File: config.mk
export PLATFORM = sky130hd
export DESIGN_NAME = peak_avg_meas_flat
export DESIGN_NICKNAME = d
export VERILOG_FILES = /design/src/rtl/peak_avg_meas_pkg.sv /design/src/rtl/peak_avg_meas_if.sv /design/src/rtl/peak_avg_meas_sample_strobe.sv /design/src/rtl/peak_avg_meas.sv /design/src/flat_wrapper.sv
export SDC_FILE = /design/constraint.sdc
export NUM_CORES = 1
export LEC_CHECK = 0
export CORE_ASPECT_RATIO = 1.1
export CORE_MARGIN = 2
export CORE_UTILIZATION = 45
export DETAILED_ROUTE_END_ITERATION = 12
export PLACE_DENSITY = 0.66
export SETUP_SLACK_MARGIN = 0.2
export SLEW_MARGIN = 10
export SYNTH_ARGS = -nofsm -noshare
export SYNTH_HDL_FRONTEND = slang
export SYNTH_SLANG_ARGS = --single-unit
File: constraint.sdc
create_clock -name clk -period 9.6 [get_ports clk]
set_input_delay 2.88 -clock clk [delete_from_list [all_inputs] [get_ports clk]]
set_output_delay 2.88 -clock clk [all_outputs]
set_load 0.01 [all_outputs]
File: src/rtl/peak_avg_meas_pkg.sv
// Shared definitions for the peak/average measurement block: state
// encoding and the default sample width and window size.
package peak_avg_pkg;

   typedef enum logic [1:0] {
      IDLE = 2'd0,
      ACQ  = 2'd1,
      DONE = 2'd2
   } state_e;

   localparam int DEF_DW       = 16;
   localparam int DEF_WIN_LOG2 = 10;

endpackage

File: src/rtl/peak_avg_meas_if.sv
// Handshake and result bundle between a measurement requester and
// peak_avg_meas. The requester drives start and the sample stream; the
// block returns status and the four window results.
interface peak_avg_meas_if
   import peak_avg_pkg::*;
#(
   parameter int DW = DEF_DW
);

   logic          start;
   logic [DW-1:0] data_in;
   logic          busy;
   logic          done;
   logic [DW-1:0] vmax;
   logic [DW-1:0] vmin;
   logic [DW-1:0] vpp;
   logic [DW-1:0] vavg;

   modport master (
      output start, data_in,
      input  busy, done, vmax, vmin, vpp, vavg
   );

   modport slave (
      input  start, data_in,
      output busy, done, vmax, vmin, vpp, vavg
   );

endinterface

File: src/rtl/peak_avg_meas_sample_strobe.sv
// Sample-enable generator: strobe is high once every DIV clocks. A clr
// restarts the phase so that strobe is high in the very next cycle.
module sample_strobe
   import peak_avg_pkg::*;
#(
   parameter int DIV = 1
) (
   input  logic clk,
   input  logic rst,
   input  logic clr,
   output logic strobe
);

   localparam int             CW       = 16;
   localparam logic [CW-1:0]  CNT_LAST = CW'(DIV - 1);
   localparam logic [CW-1:0]  CNT_ONE  = CW'(1);
   localparam logic [CW-1:0]  CNT_ZERO = CW'(0);

   logic [CW-1:0] cnt_r;
   logic [CW-1:0] cnt_nxt_s;
   logic          strobe_r;

   // Next phase count: wrap at DIV-1, restart on clr.
   always_comb begin
      cnt_nxt_s = cnt_r;
      if (clr) begin
         cnt_nxt_s = CNT_ZERO;
      end else if (cnt_r >= CNT_LAST) begin
         cnt_nxt_s = CNT_ZERO;
      end else begin
         cnt_nxt_s = cnt_r + CNT_ONE;
      end
   end

   // Phase counter and registered strobe (high whenever the phase is zero).
   always_ff @(posedge clk) begin
      if (rst) begin
         cnt_r    <= CNT_ZERO;
         strobe_r <= 1'b0;
      end else begin
         cnt_r    <= cnt_nxt_s;
         strobe_r <= (cnt_nxt_s == CNT_ZERO);
      end
   end

   assign strobe = strobe_r;

endmodule

File: src/rtl/peak_avg_meas.sv
// Windowed voltage measurement: over 2^WIN_LOG2 samples taken every DIV
// clocks, track max, min and sum, then publish max, min, peak-to-peak and
// truncated mean in a single done cycle. Results hold between windows.
module peak_avg_meas
   import peak_avg_pkg::*;
#(
   parameter int DW       = DEF_DW,
   parameter int WIN_LOG2 = DEF_WIN_LOG2,
   parameter int DIV      = 1
) (
   input logic             clk,
   input logic             rst,
   peak_avg_meas_if.slave  bus
);

   localparam int                   AW       = DW + WIN_LOG2;
   localparam logic [WIN_LOG2-1:0]  CNT_ONE  = WIN_LOG2'(1);
   localparam logic [WIN_LOG2-1:0]  CNT_ZERO = WIN_LOG2'(0);
   localparam logic [WIN_LOG2-1:0]  CNT_LAST = {WIN_LOG2{1'b1}};

   state_e              state_r;
   state_e              state_nxt_s;
   logic                start_acc_s;
   logic                strobe_s;
   logic                smp_s;
   logic                first_smp_s;
   logic                last_smp_s;

   logic [WIN_LOG2-1:0] smp_cnt_r;
   logic [AW-1:0]       acc_r;
   logic [AW-1:0]       acc_nxt_s;
   logic [DW-1:0]       max_r;
   logic [DW-1:0]       min_r;
   logic [DW-1:0]       max_nxt_s;
   logic [DW-1:0]       min_nxt_s;

   logic                busy_r;
   logic                done_r;
   logic [DW-1:0]       vmax_r;
   logic [DW-1:0]       vmin_r;
   logic [DW-1:0]       vpp_r;
   logic [DW-1:0]       vavg_r;

   sample_strobe #(
      .DIV (DIV)
   ) u_strobe (
      .clk    (clk),
      .rst    (rst),
      .clr    (start_acc_s),
      .strobe (strobe_s)
   );

   // Sample qualification: a start only counts in IDLE, a sample only in ACQ.
   always_comb begin
      start_acc_s = 1'b0;
      smp_s       = 1'b0;
      if (state_r == IDLE) begin
         start_acc_s = bus.start;
      end else begin
         start_acc_s = 1'b0;
      end
      if (state_r == ACQ) begin
         smp_s = strobe_s;
      end else begin
         smp_s = 1'b0;
      end
   end

   assign first_smp_s = (smp_cnt_r == CNT_ZERO);
   assign last_smp_s  = (smp_cnt_r == CNT_LAST);

   // Next state: IDLE -> ACQ on start, ACQ -> DONE on the final sample, DONE lasts one cycle.
   always_comb begin
      state_nxt_s = state_r;
      case (state_r)
         IDLE: begin
            if (bus.start) begin
               state_nxt_s = ACQ;
            end else begin
               state_nxt_s = IDLE;
            end
         end
         ACQ: begin
            if (smp_s && last_smp_s) begin
               state_nxt_s = DONE;
            end else begin
               state_nxt_s = ACQ;
            end
         end
         DONE: begin
            state_nxt_s = IDLE;
         end
         default: begin
            state_nxt_s = IDLE;
         end
      endcase
   end

   // State register.
   always_ff @(posedge clk) begin
      if (rst) begin
         state_r <= IDLE;
      end else begin
         state_r <= state_nxt_s;
      end
   end

   // Running extrema including the current sample; the first sample loads directly, ties keep the old value.
   always_comb begin
      max_nxt_s = max_r;
      min_nxt_s = min_r;
      acc_nxt_s = acc_r + {{WIN_LOG2{1'b0}}, bus.data_in};
      if (first_smp_s) begin
         max_nxt_s = bus.data_in;
         min_nxt_s = bus.data_in;
      end else begin
         if (bus.data_in > max_r) begin
            max_nxt_s = bus.data_in;
         end else begin
            max_nxt_s = max_r;
         end
         if (bus.data_in < min_r) begin
            min_nxt_s = bus.data_in;
         end else begin
            min_nxt_s = min_r;
         end
      end
   end

   // Window datapath: clear on accepted start, fold in each sample, publish on the final one.
   always_ff @(posedge clk) begin
      if (rst) begin
         smp_cnt_r <= CNT_ZERO;
         acc_r     <= {AW{1'b0}};
         max_r     <= {DW{1'b0}};
         min_r     <= {DW{1'b0}};
         vmax_r    <= {DW{1'b0}};
         vmin_r    <= {DW{1'b0}};
         vpp_r     <= {DW{1'b0}};
         vavg_r    <= {DW{1'b0}};
      end else if (start_acc_s) begin
         smp_cnt_r <= CNT_ZERO;
         acc_r     <= {AW{1'b0}};
      end else if (smp_s) begin
         smp_cnt_r <= smp_cnt_r + CNT_ONE;
         acc_r     <= acc_nxt_s;
         max_r     <= max_nxt_s;
         min_r     <= min_nxt_s;
         if (last_smp_s) begin
            // Both extrema come from this same window, so vpp never mixes windows.
            vmax_r <= max_nxt_s;
            vmin_r <= min_nxt_s;
            vpp_r  <= max_nxt_s - min_nxt_s;
            vavg_r <= acc_nxt_s[AW-1:WIN_LOG2];
         end
      end
   end

   // Status flags registered from the next state so they align with ACQ/DONE.
   always_ff @(posedge clk) begin
      if (rst) begin
         busy_r <= 1'b0;
         done_r <= 1'b0;
      end else begin
         busy_r <= (state_nxt_s != IDLE);
         done_r <= (state_nxt_s == DONE);
      end
   end

   assign bus.busy = busy_r;
   assign bus.done = done_r;
   assign bus.vmax = vmax_r;
   assign bus.vmin = vmin_r;
   assign bus.vpp  = vpp_r;
   assign bus.vavg = vavg_r;

endmodule

File: src/flat_wrapper.sv
// flat-port wrapper written by rule: the top's interface ports become plain ports
module peak_avg_meas_flat import peak_avg_pkg::*;
#(
   parameter int DW       = DEF_DW,
   parameter int WIN_LOG2 = DEF_WIN_LOG2,
   parameter int DIV      = 1
)
  (clk, rst, bus_start, bus_data_in, bus_busy, bus_done, bus_vmax, bus_vmin, bus_vpp, bus_vavg);
  peak_avg_meas_if #(.DW(DW)) bus_i ();
  input logic clk;
  input logic rst;
  input wire logic [$bits(bus_i.start)-1:0] bus_start;
  input wire logic [$bits(bus_i.data_in)-1:0] bus_data_in;
  output wire logic [$bits(bus_i.busy)-1:0] bus_busy;
  output wire logic [$bits(bus_i.done)-1:0] bus_done;
  output wire logic [$bits(bus_i.vmax)-1:0] bus_vmax;
  output wire logic [$bits(bus_i.vmin)-1:0] bus_vmin;
  output wire logic [$bits(bus_i.vpp)-1:0] bus_vpp;
  output wire logic [$bits(bus_i.vavg)-1:0] bus_vavg;
  assign bus_i.start = bus_start;
  assign bus_i.data_in = bus_data_in;
  assign bus_busy = bus_i.busy;
  assign bus_done = bus_i.done;
  assign bus_vmax = bus_i.vmax;
  assign bus_vmin = bus_i.vmin;
  assign bus_vpp = bus_i.vpp;
  assign bus_vavg = bus_i.vavg;
  peak_avg_meas #(.DW(DW), .WIN_LOG2(WIN_LOG2), .DIV(DIV)) u_core (.clk(clk), .rst(rst), .bus(bus_i));
endmodule
# == Yosys cells after proc, flatten, opt, wreduce, memory -nomap -nowiden ==
# Cells that the tools add are included.
# classes
add_sub_neg,4
magnitude_cmp,3
n_eq_ne,3
n_mux,11
bitwise_logic,1
n_reduce_logical,8
# op_table
operator,count
16-bit 2-to-1 mux,6
26-bit by 16-bit adder with 26-bit output,1
16-bit by 1-bit adder with 16-bit output (second input constant),1
16-bit by 1-bit >= comparator with 1-bit output (second input constant),1
16-bit > comparator,1
16-bit logical NOT,1
16-bit < comparator,1
16-bit subtractor,1
10-bit by 1-bit adder with 10-bit output (second input constant),1
10-bit equality test (second input constant),1
10-bit logical NOT,1
2-bit case mux with 2 select lines,1
1-bit 2-to-1 mux,3
3-bit AND reduction,1
2-bit by 1-bit equality test with 1-bit output (second input constant),1
2-bit equality test (second input constant),1
2-bit logical NOT,1
2-bit 2-to-1 mux,1
2-bit AND reduction,1
2-bit nonzero test,1
2-bit OR reduction,1
1-bit logical AND,1
1-bit NOT,1
# totals
register_bits,153
input_bits,19
out_inout_bits,66
wordCells,43

# == Logic depth before layout (Yosys ltp) ==
# logic_depth
word_depth,6
depth_mapped,28
ltp_nobuf,23

# == By module ==
# From an unflattened synthesis, not the netlist that was laid out.
# unflattened
cells_unflattened,986
area_unflattened_um2,7856.3
# by_module_without_submodules
module,n_inst,cells_per_inst,area_each_um2,seq_area_each_um2
peak_avg_meas,1,984,7832.5,2722.6
sample_strobe,1,2,23.8,20.0

# == Worst setup path after synthesis ==
# OpenSTA, ideal clock, no wires.
# synth_timing
kind,input port to flip-flop
from,in bus_data_in[15]
to,"reg u_core.vpp_r[15], in the netlist u_core.bus.vpp[15]"
setup_ns,0.127
t_arrival_ns,7.898
required_time_ns,9.473
setup_slack_ns,1.575
cell_stages,26
path_buffers,4
path_cell_list,ha_1 > nand4_1 > nand3b_1 > a21o_1 > o211a_1 > buf_4 > nor2_2 > buf_6 > clkbuf_1 > clkbuf_1 > nor2_1 > a21oi_1 > inv_1 > ha_1 > and3b_1 > a211oi_2 > o21ai_0 > a2111oi_0 > nor3b_1 > a221oi_1 > nor4_2 > nand3_1 > a31oi_2 > a311o_1 > a21oi_1 > a311oi_1
# synth_via
elab_chain_len,4
word_cells_on_any_way,7
cone_classes,add/sub (1); order compare (2); mux (4)
# synth_lines
element,line_no,rtl
start: declaration,flat_wrapper.sv:13,input wire logic [$bits(bus_i.data_in)-1:0] bus_data_in;
16-bit > comparator,peak_avg_meas.sv:117,if (bus.data_in > max_r) begin
16-bit 2-to-1 mux,peak_avg_meas.sv:117,
16-bit 2-to-1 mux,peak_avg_meas.sv:113,if (first_smp_s) begin
via u_core.max_nxt_s[2],peak_avg_meas.sv:34,logic [DW-1:0] max_nxt_s;
16-bit subtractor,peak_avg_meas.sv:153,vpp_r <= max_nxt_s - min_nxt_s;
end signal: assignment,peak_avg_meas.sv:139,vpp_r <= {DW{1'b0}};
end signal: assignment,peak_avg_meas.sv:153,
end: declaration,peak_avg_meas.sv:41,logic [DW-1:0] vpp_r;
# The timed path passes the listed nets, and every way through them passes these cells.
# A chain may end at the register's enable or synchronous reset.

# == Worst setup path after layout ==
# layout_timing
from,in bus_data_in[5]
to,"reg u_core.vpp_r[15], in the netlist u_core.bus.vpp[15]"
# The elaborated chain is that of the path after synthesis.

==> impl_metrics.sql <==
INSERT INTO impl_metrics (metric_group, metric, value, unit) VALUES
('run_status', 'status', 'complete, no violations', ''),
('critical_path', 'critPathMaxStageDelay', '0.74', 'ns'),
('placement', 'dp.final_hpwl', '16.74', 'mm'),
('clock_network', 'cts_post_setup_buffers_inserted', '0', ''),
('clock_network', 'clock_tree.buffer_depth', '2', ''),
('layout', 'multiInputGateArea', '0.004911', 'mm²'),
('clock_network', 'numCtsBuffers', '17', ''),
('floorplan', 'initial_utilization', '45.91', '%'),
('power_and_ir_drop', 'power-per-cell-area', '156.4', 'mW/mm²'),
('power_and_ir_drop', 'power.switching_fraction', '28.89', '%'),
('layout', 'seq_area', '0.002743', 'mm²'),
('timing', 'finalCritPeriodShare', '87.02', '%'),
('detailed_routing', 'drt_first_pass_iters', '5', ''),
('power_and_ir_drop', 'share_comb_of_total_power', '15.4', '%'),
('detailed_routing', 'dr.first_iter.drc_count', '540', ''),
('logic_synthesis', 'synth-edff-count', '0', ''),
('detailed_routing', 'drtAntennaViolNets', '0', ''),
('logic_synthesis', 'post_synth_main_area_contributors', 'sky130_fd_sc_hd__dfxtp_1, sky130_fd_sc_hd__ha_1, sky130_fd_sc_hd__a21oi_1', ''),
('global_routing', 'global_route_track_usage_on_met3', '5.329', '%'),
('critical_path', 'critical_path_arrival', '8.67', 'ns'),
('detailed_routing', 'drc_violation_count_after_routing', '0', ''),
('logic_synthesis', 'synth-warning-count', '0', ''),
('floorplan', 'boundaryPins', '85', ''),
('placement', 'gpl.final_weighted_congestion', '0.9910', ''),
('logic_synthesis', 'netlist-cell-type-count', '77', ''),
('layout', 'flow.area_growth_from_synthesis', '20.80', '%'),
('global_routing', 'grt_use_met1', '32.05', '%'),
('floorplan', 'die_height', '144.8', 'µm'),
('logic_synthesis', 'synth.cell_area', '0.008115', 'mm²'),
('power_and_ir_drop', 'power.share.sequential', '38.3', '%'),
('global_routing', 'leftover_overflow_at_the_end_of_global_routing', '0', ''),
('clock_network', 'cts.repair.resized', '0', ''),
('logic_synthesis', 'synth_seq_area_share', '33.80', '%'),
('layout', 'post_route_cells_drive_above_1_share', '7.104', '%'),
('detailed_routing', 'num_vias', '7601', ''),
('global_routing', 'grt_max_degree', '108', ''),
('detailed_routing', 'avgViaCountPerCell', '5.630', ''),
('floorplan', 'die_width', '132.0', 'µm'),
('timing', 'max-slew-margin-rel', '31.51', '%'),
('clock_network', 'cts-root-buf', 'sky130_fd_sc_hd__clkbuf_16', ''),
('logic_synthesis', 'yosys_most_used_dff', 'sky130_fd_sc_hd__dfxtp_1', ''),
('global_routing', 'grt_most_used_layer', 'met2', ''),
('layout', 'fillerInstances', '1682', ''),
('critical_path', 'setup.worst_path.start_class', 'primary input', ''),
('floorplan', 'fp.coreArea', '0.01768', 'mm²'),
('power_and_ir_drop', 'cell_leakage_power', '3.549', 'nW'),
('clock_network', 'clk-insertion-delay-late', '0.44', 'ns'),
('logic_synthesis', 'synth_fp_nets', '1113', ''),
('global_routing', 'met2_usage', '41.12', '%'),
('logic_synthesis', 'cell_type_with_the_largest_total_area_after_synthesis', 'sky130_fd_sc_hd__dfxtp_1', ''),
('global_routing', 'grt_pass1_wl', '37.90', 'mm'),
('critical_path', 'cp_max_fo', '14', ''),
('global_routing', 'groute.usage.overall', '25.20', '%'),
('logic_synthesis', 'synth_top_cell_area_share', '33.80', '%'),
('power_and_ir_drop', 'power_switching', '442.9', 'µW'),
('timing', 'period_minus_slack', '8.354', 'ns'),
('power_and_ir_drop', 'internal_power', '1.090', 'mW'),
('logic_synthesis', 'synthCells', '1034', ''),
('timing', 'max_clock_freq', '119.7', 'MHz'),
('logic_synthesis', 'yosys_register_bits', '137', ''),
('power_and_ir_drop', 'max_vdd_drop', '128.3', 'µV'),
('critical_path', 'critical_path_class', 'in -> reg', ''),
('clock_network', 'clk_pin_slew', '0.06', 'ns'),
('logic_synthesis', 'ys_async_sr_fraction', '0', '%'),
('critical_path', 'worst_path_cell_chain', 'clkdlybuf4s50_1, ha_1, and4_1, nand3b_1, a21o_1, o211a_1, nor2_2, nor2_1, a21oi_1, inv_1, ha_1, and3b_1, a211oi_2, o21ai_0, a2111oi_0, nor3b_1, a221oi_1, nor4_2, nand3_1, a31oi_2, a311o_1, a21oi_1, a311oi_1', ''),
('timing', 'endpoints_failing_hold', '0', ''),
('critical_path', 'cp-end-kind', 'flop', ''),
('timing', 'rsz0062_at_grt', 'no', ''),
('layout', 'antenna_cells_inserted', '0', ''),
('global_routing', 'first_global_vias', '7290', ''),
('placement', 'port_buffers', '84', '');
power by group through the flow:
| stage | clock network, mW | registers, mW | logic [mW] |
|---|---|---|---|
| 2_1_floorplan | 0 | 0.598 | 0.164 |
| 3_3_place_gp | 0 | 0.600 | 0.231 |
| 3_5_place_dp | 0 | 0.600 | 0.233 |
| 4_1_cts | 0.713 | 0.588 | 0.234 |
| 5_1_grt | 0.741 | 0.589 | 0.261 |
| 6_report | 0.709 | 0.588 | 0.236 |
cells in the mapped netlist (all sizes together) (4+ instances only):
cell type / number
nand2b: 7
a211o: 5
a311oi: 11
nand2: 102
o211ai: 8
or3: 9
buf: 12
a211oi: 75
ha: 58
nand3: 23
clkbuf: 47
nor2: 147
a21oi: 115
a2111oi: 4
and3: 7
a21boi: 4
nand4: 14
nor2b: 7
nor3: 14
o21ai: 36
xnor2: 25
or2: 7
inv: 59
xor2: 23
and4: 5
a31oi: 5
dfxtp: 137
maj3: 4
a21o: 13
metrics by stage:
step	instances	setup slack (ns)	power, mW	instance area, µm²	utilization (%)
after floorplan	1034	1.575	0.7616	8115	-
after global placement	1318	1.041	0.8313	9176	51.91
after detailed placement	1318	0.8484	0.8329	9176	51.91
after CTS	1350	1.297	1.535	9803	55.46
after global routing	1350	0.8114	1.590	9803	55.46
final	1350	1.246	1.533	9803	55.46
worst paths after layout:
| check | start | endpoint | slack (ns) | depth (start not counted) |
|---|---|---|---|---|
| max reg2reg | u_core.min_r[3] | u_core.bus.vpp[15] | 3.89 | 22 |
| min | u_core.acc_r[6] | u_core.acc_r[6] | 0.46 | 2 |
| min reg2reg | u_core.acc_r[6] | u_core.acc_r[6] | 0.46 | 2 |
| max | bus_data_in[5] | u_core.bus.vpp[15] | 1.25 | 23 |
flip-flops by register name (all words and copies together), names as in the netlist:
| name | cells |
|---|---|
| u_core.acc_r | 26 |
| u_core.bus.vavg | 16 |
| u_core.bus.vmax | 16 |
| u_core.bus.vmin | 16 |
| u_core.bus.vpp | 16 |
| u_core.max_r | 16 |
| u_core.min_r | 16 |
| u_core.smp_cnt_r | 10 |
| u_core.state_r | 2 |
| u_core.bus.busy | 1 |
| u_core.bus.done | 1 |
| u_core.u_strobe.strobe | 1 |
cell type report:
cell class | instances | area share [%]
Clock inverter | 14 | 1.914
Timing Repair Buffer | 105 | 10.16
Tap cell | 238 | 3.038
Sequential cell | 137 | 27.98
Inverter | 61 | 2.336
Clock buffer | 18 | 4.480
Multi-Input combinational cell | 777 | 50.10
routing by layer:
metal	up-vias	routed length, µm
li1	3805	-
met3	48	1282
met4	0	780
met5	-	0
met2	209	10930
met1	3539	10570
logic make-up after synthesis:
family,share of synthesized area (%)
simple gates,19.81
compound gates,25.15
flops,33.80
buf+inv,5.874
fa+ha+maj,9.945
xor+xnor,5.180
mux,0.2467
worst min-delay path: stages, from the launching register on:
cell	delay [ns]
sky130_fd_sc_hd__dfxtp_1	0.31
sky130_fd_sc_hd__nand2_1	0.05
sky130_fd_sc_hd__a21oi_1	0.05
cells in the final DEF (no fill, tap or decap), drive strengths merged, types with 5 or more instances in the layout:
| master | netlist | layout |
|---|---|---|
| and3 | 7 | 7 |
| a211o | 5 | 5 |
| nand3 | 23 | 23 |
| clkinv | 2 | 6 |
| xnor2 | 25 | 25 |
| nor3 | 14 | 14 |
| a21oi | 115 | 115 |
| inv | 59 | 64 |
| ha | 58 | 58 |
| xor2 | 23 | 23 |
| or2 | 7 | 7 |
| o21ai | 36 | 36 |
| and4 | 5 | 5 |
| a211oi | 75 | 75 |
| o211ai | 8 | 8 |
| a31oi | 5 | 5 |
| a311oi | 11 | 11 |
| a21o | 13 | 13 |
| dfxtp | 137 | 137 |
| nor2 | 147 | 147 |
| nor2b | 7 | 7 |
| nand2b | 7 | 7 |
| buf | 12 | 22 |
| nand4 | 14 | 14 |
| nand2 | 102 | 102 |
| or3 | 9 | 9 |
| clkdlybuf4s50 | 0 | 83 |
| clkbuf | 47 | 18 |
Power figures use the tool's default switching activity.
